===== config.mk =====
export PLATFORM = sky130hd
export DESIGN_NAME = sample_scheduler
export DESIGN_NICKNAME = d
export VERILOG_FILES = /design/src/rtl/sched_pkg.sv /design/src/rtl/tick_delay_counter.sv /design/src/rtl/sample_scheduler.sv
export SDC_FILE = /design/constraint.sdc
export NUM_CORES = 1
export LEC_CHECK = 0
export ABC_CLOCK_PERIOD_IN_PS = 3300
export CORE_AREA = 2 2 84 86
export CTS_CLUSTER_SIZE = 20
export DETAILED_ROUTE_END_ITERATION = 6
export DIE_AREA = 0 0 86 88
export PLACE_DENSITY_LB_ADDON = 0.25
export SLEW_MARGIN = 15
export SYNTH_ARGS = -nofsm -noshare
export SYNTH_HDL_FRONTEND = slang
export SYNTH_SLANG_ARGS = --single-unit

===== constraint.sdc =====
create_clock -name clk_i -period 3.3 [get_ports clk_i]
set_input_delay 0.825 -clock clk_i [delete_from_list [all_inputs] [get_ports clk_i]]
set_output_delay 0.825 -clock clk_i [all_outputs]
set_load 0.05 [all_outputs]

===== src/rtl/sched_pkg.sv =====
// -----------------------------------------------------------------------------
// sched_pkg
// Shared definitions for the sample scheduler: FSM state encoding, the default
// frame delay, counter widths and a helper that normalises the requested delay.
// -----------------------------------------------------------------------------
package sched_pkg;

    // Scheduler states: IDLE waits for a frame tick, DELAY counts down to the
    // master tick, WAIT sequences the filter stages one after another.
    typedef enum logic [1:0] {
        ST_IDLE  = 2'd0,
        ST_DELAY = 2'd1,
        ST_WAIT  = 2'd2
    } sched_state_e;

    // Nominal ADC-tick to master-tick delay used by typical configurations.
    localparam int unsigned DEFAULT_DELAY = 100;

    // Width of delay_i.
    localparam int unsigned DELAY_W = 10;

    // Width of the shared delay/timeout down-counter; sized so that any
    // TIMEOUT_CYCLES up to 65535 and any 10-bit delay fit.
    localparam int unsigned TIMER_W = 16;

    // Width of a stage index (up to 8 stages).
    localparam int unsigned STAGE_W = 3;

    // A requested delay of zero behaves exactly like a delay of one.
    function automatic logic [DELAY_W-1:0] eff_delay(input logic [DELAY_W-1:0] d);
        return (d == '0) ? DELAY_W'(1) : d;
    endfunction

endpackage


===== src/rtl/tick_delay_counter.sv =====
// -----------------------------------------------------------------------------
// tick_delay_counter
// Reloadable saturating down-counter. The scheduler uses one instance for both
// the tick-to-master delay and the per-stage timeout, since the two are never
// active at the same time.
//
// Ports:
//   clk_i       system clock, rising edge
//   reset_ni    asynchronous active-low reset (count returns to 0)
//   load_i      load load_val_i this cycle (takes priority over dec_i)
//   load_val_i  reload value
//   dec_i       decrement by one when not already zero
//   zero_o      count is zero
// -----------------------------------------------------------------------------
module tick_delay_counter #(
    parameter int unsigned WIDTH = 16
) (
    input  logic             clk_i,
    input  logic             reset_ni,
    input  logic             load_i,
    input  logic [WIDTH-1:0] load_val_i,
    input  logic             dec_i,
    output logic             zero_o
);

    logic [WIDTH-1:0] r_count;

    // NOTE: clocked state is always written with non-blocking assignments so
    // every flop samples the pre-edge values of the others, independent of
    // the order in which simulator processes run.
    always_ff @(posedge clk_i or negedge reset_ni) begin
        if (!reset_ni) begin
            r_count <= '0;
        end else if (load_i) begin
            r_count <= load_val_i;
        end else if (dec_i && (r_count != '0)) begin
            r_count <= r_count - WIDTH'(1);
        end
    end

    assign zero_o = (r_count == '0);

endmodule


===== src/rtl/sample_scheduler.sv =====
// -----------------------------------------------------------------------------
// sample_scheduler
// Turns each accepted ADC frame tick into a delayed master tick, then starts a
// chain of filter stages one at a time, waiting for each stage's done pulse
// (with a timeout) before starting the next. Reports frame completion, tick
// overruns and stage timeouts, and counts master ticks.
//
// Parameters:
//   NUM_STAGES      number of sequenced filter stages (1..8)
//   TIMEOUT_CYCLES  cycles allowed from a stage start to its done (1..65535)
//
// Ports:
//   clk_i           system clock, rising edge
//   reset_ni        asynchronous active-low reset
//   adc_tick_i      one-cycle pulse marking a new ADC frame
//   enable_i        high permits new frames to be accepted
//   delay_i         cycles from accepted tick to master_tick_o (0 acts as 1)
//   clear_i         clears overrun_o and timeout_o
//   stage_done_i    per-stage one-cycle done pulses
//   stage_start_o   one-hot one-cycle stage start pulses
//   master_tick_o   one-cycle delayed frame tick (coincides with start[0])
//   frame_done_o    one-cycle pulse after the last stage completes
//   busy_o          high whenever the scheduler is not idle
//   overrun_o       sticky: an enabled tick arrived while busy
//   timeout_o       sticky: a stage missed its timeout
//   error_stage_o   index of the stage that timed out
//   sample_count_o  number of master ticks issued, wrapping
// All outputs come straight from flops.
// -----------------------------------------------------------------------------
module sample_scheduler
    import sched_pkg::*;
#(
    parameter int unsigned NUM_STAGES     = 3,
    parameter int unsigned TIMEOUT_CYCLES = 4095
) (
    input  logic                  clk_i,
    input  logic                  reset_ni,
    input  logic                  adc_tick_i,
    input  logic                  enable_i,
    input  logic [DELAY_W-1:0]    delay_i,
    input  logic                  clear_i,
    input  logic [NUM_STAGES-1:0] stage_done_i,
    output logic [NUM_STAGES-1:0] stage_start_o,
    output logic                  master_tick_o,
    output logic                  frame_done_o,
    output logic                  busy_o,
    output logic                  overrun_o,
    output logic                  timeout_o,
    output logic [STAGE_W-1:0]    error_stage_o,
    output logic [31:0]           sample_count_o
);

    // The counter reaches zero on the last cycle of a wait, so it is loaded
    // with (length - 1) for a timeout. For the delay, the first cycle is spent
    // on the accepting edge and the master tick is registered one edge before
    // it becomes visible, hence (D - 2); D == 1 bypasses DELAY altogether.
    localparam logic [TIMER_W-1:0]    TIMEOUT_PRELOAD = TIMER_W'(TIMEOUT_CYCLES - 1);
    localparam logic [NUM_STAGES-1:0] FIRST_STAGE_OH  = NUM_STAGES'(1);
    localparam logic [STAGE_W-1:0]    LAST_STAGE      = STAGE_W'(NUM_STAGES - 1);

    // ------------------------------------------------------------------
    // Registered state and outputs
    // ------------------------------------------------------------------
    sched_state_e          r_state;
    logic [STAGE_W-1:0]    r_stage;
    logic [NUM_STAGES-1:0] r_stage_start;
    logic                  r_master_tick;
    logic                  r_frame_done;
    logic                  r_busy;
    logic                  r_overrun;
    logic                  r_timeout;
    logic [STAGE_W-1:0]    r_error_stage;
    logic [31:0]           r_sample_count;

    // ------------------------------------------------------------------
    // Decoded events for this cycle
    // ------------------------------------------------------------------
    logic [DELAY_W-1:0]    w_delay_eff;
    logic                  w_cur_done;
    logic                  w_is_last;
    logic                  w_final_done;
    logic                  w_accept;
    logic                  w_overrun_evt;
    logic                  w_immediate;
    logic                  w_delay_expire;
    logic                  w_fire_master;
    logic                  w_stage_adv;
    logic [NUM_STAGES-1:0] w_next_oh;
    logic                  w_cnt_load;
    logic [TIMER_W-1:0]    w_cnt_val;
    logic                  w_cnt_dec;
    logic                  w_cnt_zero;

    // NOTE: every signal written here gets a default at the top of the block;
    // any path that left one unassigned would infer a latch.
    always_comb begin
        w_delay_eff = eff_delay(delay_i);

        // Only the done pulse of the stage currently being waited on counts.
        w_cur_done = 1'b0;
        for (int i = 0; i < NUM_STAGES; i++) begin
            if (r_stage == STAGE_W'(i)) begin
                w_cur_done = stage_done_i[i];
            end
        end

        w_next_oh = '0;
        for (int i = 0; i < NUM_STAGES; i++) begin
            w_next_oh[i] = (STAGE_W'(i) == (r_stage + STAGE_W'(1)));
        end

        w_is_last    = (r_stage == LAST_STAGE);
        w_final_done = (r_state == ST_WAIT) && w_cur_done && w_is_last;

        // A tick coinciding with the last done starts the next frame cleanly.
        w_accept      = adc_tick_i && enable_i && ((r_state == ST_IDLE) || w_final_done);
        w_overrun_evt = adc_tick_i && enable_i && (r_state != ST_IDLE) && !w_final_done;

        w_immediate    = w_accept && (w_delay_eff == DELAY_W'(1));
        w_delay_expire = (r_state == ST_DELAY) && w_cnt_zero;
        w_fire_master  = w_immediate || w_delay_expire;
        w_stage_adv    = (r_state == ST_WAIT) && w_cur_done && !w_is_last;

        // Any stage start (including start[0] with the master tick) arms the
        // timeout; an accepted tick with D > 1 arms the delay.
        w_cnt_load = w_accept || w_delay_expire || w_stage_adv;
        if (w_fire_master || w_stage_adv) begin
            w_cnt_val = TIMEOUT_PRELOAD;
        end else begin
            w_cnt_val = TIMER_W'(w_delay_eff) - TIMER_W'(2);
        end
        w_cnt_dec = (r_state != ST_IDLE);
    end

    tick_delay_counter #(
        .WIDTH      (TIMER_W)
    ) u_counter (
        .clk_i      (clk_i),
        .reset_ni   (reset_ni),
        .load_i     (w_cnt_load),
        .load_val_i (w_cnt_val),
        .dec_i      (w_cnt_dec),
        .zero_o     (w_cnt_zero)
    );

    // ------------------------------------------------------------------
    // Scheduler FSM. Later assignments in this block deliberately override
    // earlier ones: a new frame overrides the return to IDLE after the last
    // stage, a master tick overrides DELAY entry, and a flag-setting event
    // overrides clear_i.
    // ------------------------------------------------------------------
    always_ff @(posedge clk_i or negedge reset_ni) begin
        if (!reset_ni) begin
            r_state        <= ST_IDLE;
            r_stage        <= '0;
            r_stage_start  <= '0;
            r_master_tick  <= 1'b0;
            r_frame_done   <= 1'b0;
            r_busy         <= 1'b0;
            r_overrun      <= 1'b0;
            r_timeout      <= 1'b0;
            r_error_stage  <= '0;
            r_sample_count <= '0;
        end else begin
            r_stage_start <= '0;
            r_master_tick <= 1'b0;
            r_frame_done  <= 1'b0;

            if (clear_i) begin
                r_overrun <= 1'b0;
                r_timeout <= 1'b0;
            end
            if (w_overrun_evt) begin
                r_overrun <= 1'b1;
            end

            case (r_state)
                ST_IDLE: begin
                    // Frame acceptance is handled below.
                end
                ST_DELAY: begin
                    // Delay expiry is handled with the master tick below.
                end
                ST_WAIT: begin
                    if (w_cur_done) begin
                        if (w_is_last) begin
                            r_frame_done <= 1'b1;
                            r_state      <= ST_IDLE;
                            r_busy       <= 1'b0;
                        end else begin
                            r_stage       <= r_stage + STAGE_W'(1);
                            r_stage_start <= w_next_oh;
                        end
                    end else if (w_cnt_zero) begin
                        r_timeout     <= 1'b1;
                        r_error_stage <= r_stage;
                        r_state       <= ST_IDLE;
                        r_busy        <= 1'b0;
                    end
                end
                default: begin
                    r_state <= ST_IDLE;
                    r_busy  <= 1'b0;
                end
            endcase

            if (w_accept) begin
                r_state <= ST_DELAY;
                r_busy  <= 1'b1;
            end

            if (w_fire_master) begin
                r_master_tick  <= 1'b1;
                r_stage_start  <= FIRST_STAGE_OH;
                r_stage        <= '0;
                r_state        <= ST_WAIT;
                r_busy         <= 1'b1;
                r_sample_count <= r_sample_count + 32'd1;
            end
        end
    end

    assign stage_start_o  = r_stage_start;
    assign master_tick_o  = r_master_tick;
    assign frame_done_o   = r_frame_done;
    assign busy_o         = r_busy;
    assign overrun_o      = r_overrun;
    assign timeout_o      = r_timeout;
    assign error_stage_o  = r_error_stage;
    assign sample_count_o = r_sample_count;

endmodule


==> summary.md <==
| Metric | Value |
|---|---|
| Ant diodes | 0 |
| Max Cap Violations | 0 |
| TritonCTS clock tree | built |
| Final hold slack | 0.470 ns |
| Post-synth top cells | dfrtp_1, nand2_1, xor2_1 |
| Vias in the first global route | 2708 |
| Cells after Synth | 332 |
| Vias per cell | 5.61 |
| Period utilisation layout | 85.9% |
| Final core occ | 65.3% |
| Final Critical Period | 2.84 ns |
| Unique cell type count in the Yosys netlist | 48 |
| Pins Over Slew Limit | 0 |
| Synth area leader | dfrtp_1 |
| Critical setup path kind | in2reg |
| Drt pass-1 iters | 4 |
| Top-area cell type share of the netlist area | 46.6% |
| Count leader, synth | dfrtp_1 |
| CTS Root Cell | clkbuf_8 |
| WP data arrival | 3.06 ns |
| Post-Synthesis Mean Instance Area | 10.3 um2 |
| Longest Clk Path Bufs | 2 |
| Max_slew headroom | 57.4% |
| Ys Warns | 0 |
| Lkg Pwr | 1.92 nW |
| Core area | 6640 um2 |
| Synthesized flop and latch total | 64 |
| Antenna violations before repair | 0 |
| Hold Path Class | reg2reg |
| R2r setup slk | 0.76 ns |
| Antenna viol nets, final | 0 |
| Final GP Congestion | 0.874 |
| CP max FO | 8 |
| VDD IR max | 251 uV |
| Fin nets | 429 |
| Slack of the critical path | 0.464 ns |
| Die Footprint | 7570 um2 |
| Post-synth EDFFs | 0 |
| Mapped Nets | 359 |
| DP Wirelength | 5420 um |
| # DRC | 0 |
| Req. time, crit path | 3.53 ns |
| Final setup vio count | 0 |
| RSZ-0062 raised after global routing | no |
| Die width | 86 um |
| Area growth syn-to-layout | 26.5% |
| GR Util All Layers | 21.8% |
| Max Clock Freq | 0.353 GHz |
| Kind of end point of the critical path | flop |
| Clock skew | 0.00771 ns |
| DRT iter0 DRCs | 150 |
| Total CTS buffers | 9 |
| Register area share after synthesis | 46.6% |
| Clock Sinks | 64 |
| Crit path launch type | input pin |
| First-pass GRT wire length | 12900 um |
| DRT Wirelength | 7520 um |
| Worst skew pair latency | 0.35 ns |
| Final hold viol count | 0 |
| Clock-pin slew on the worst setup and hold paths | 0.07 ns |
| Die height | 88 um |
| Most used DFF post-synth | dfrtp_1 |
| Total grt overflow | 0 |
| Status | completed |
| Post-Syn Area | 3430 um2 |
| Power per cell area | 515 nW/um2 |
| Post-cts resize count | 0 |
| Least-Margin Pin Slew | 0.639 ns |
| Largest net degree at the start of global routing | 38 |
| Row count | 30 |
| Vias | 2725 |
| Final TNS setup | 0 ns |
| Share of synthesized registers carrying an async set or reset | 100% |
| # IOs | 61 |
| Place WS | 0.135 ns |
| Wire per inst | 15.5 um |
| Setup bufs post-CTS | 0 |
| Initial core utilization | 51.7% |
| IO Port Bufs | 60 |
| CTS H-tree lvls | 3 |
| Share of cells above drive strength 1 | 11.3% |
| CTS Hold Buffers Added | 0 |
| Top post-synthesis cells by area | dfrtp_1, xor2_1, xnor2_1, nand2_1, ha_1 |
## kinds of logic after synthesis
group	synth area share, %
and+or+nand+nor	24.3
AOI/OAI and AO/OA	6.82
DFF	46.6
buffers and inverters	2.84
xor gates and xnor gates	13.3
adders and majority gates	3.28
muxes	2.81
## worst max-delay path, cell delays in order
cell and delay [ns]:
clkdlybuf4s50_1 0.48, or4_4 0.58, nor4_4 0.30, and2_4 0.25, o21ai_4 0.11, or3_1 0.38
xnor2_1 0.13
## flip-flops by register name, summed over array words and instances (netlist names)
signal	flops
r_state	2
timeout_o	1
busy_o	1
overrun_o	1
sample_count_o	32
r_stage	3
u_counter.r_count	16
stage_start_o	3
master_tick_o	1
frame_done_o	1
error_stage_o	3
## metrics by stage
stage | area [um2] | std cells | power, mW
after floorplan | 3430 | 332 | 1.42
after global placement | 4160 | 471 | 1.56
after detailed placement | 4160 | 471 | 1.59
after CTS | 4340 | 486 | 2.25
after global routing | 4340 | 486 | 2.37
final | 4340 | 486 | 2.24
## per-layer routing
layer  up-vias  track usage [%]  share of wire [%]
li1       1304                -                  -
met4         0             8.08                1.6
met1      1346             31.4                 48
met5         -                0                  0
met2        61             32.6                 47
met3        14             4.71                3.9
## final cells by class
class | instances | area (um2)
clock buffers | 9 | 124
clock inverters | 6 | 61.3
fillers | 552 | 2300
inverters | 16 | 60.1
multi-input cells | 244 | 1730
flip-flops and latches | 64 | 1600
well taps | 80 | 100
repair buffers | 67 | 661
## placed cells by master (no fill, tap or decap), drive strengths merged, types with 16 or more instances in the layout
cell,Yosys,layout
xor2,27,27
inv,16,16
dfrtp,64,64
xnor2,25,25
nand2,34,34
nor4,18,18
nor2,25,25
clkdlybuf4s50,0,59
## worst paths after layout
path	start	to	cells past startpoint
setup / recovery	delay_i[4]	sample_count_o[20]$_DFFE_PN0P_	7
hold / removal	sample_count_o[31]$_DFFE_PN0P_	sample_count_o[31]$_DFFE_PN0P_	1
setup reg to reg	u_counter.r_count[4]$_DFFE_PN0P_	error_stage_o[1]$_DFFE_PN0P_	4
hold reg to reg	sample_count_o[31]$_DFFE_PN0P_	sample_count_o[31]$_DFFE_PN0P_	1
max in group asynchronous	reset_ni	sample_count_o[25]$_DFFE_PN0P_	2
min in group asynchronous	reset_ni	u_counter.r_count[5]$_DFFE_PN0P_	1
## power breakdown
part / switching (mW) / total [mW] / leakage, nW / internal (mW)
registers: 0.127 / 1.02 / 0.830 / 0.892
clock network: 0.315 / 0.656 / 0.0948 / 0.341
logic: 0.302 / 0.561 / 0.996 / 0.260
total: 0.743 / 2.24 / 1.92 / 1.49
(Power assumes the default switching activity.)
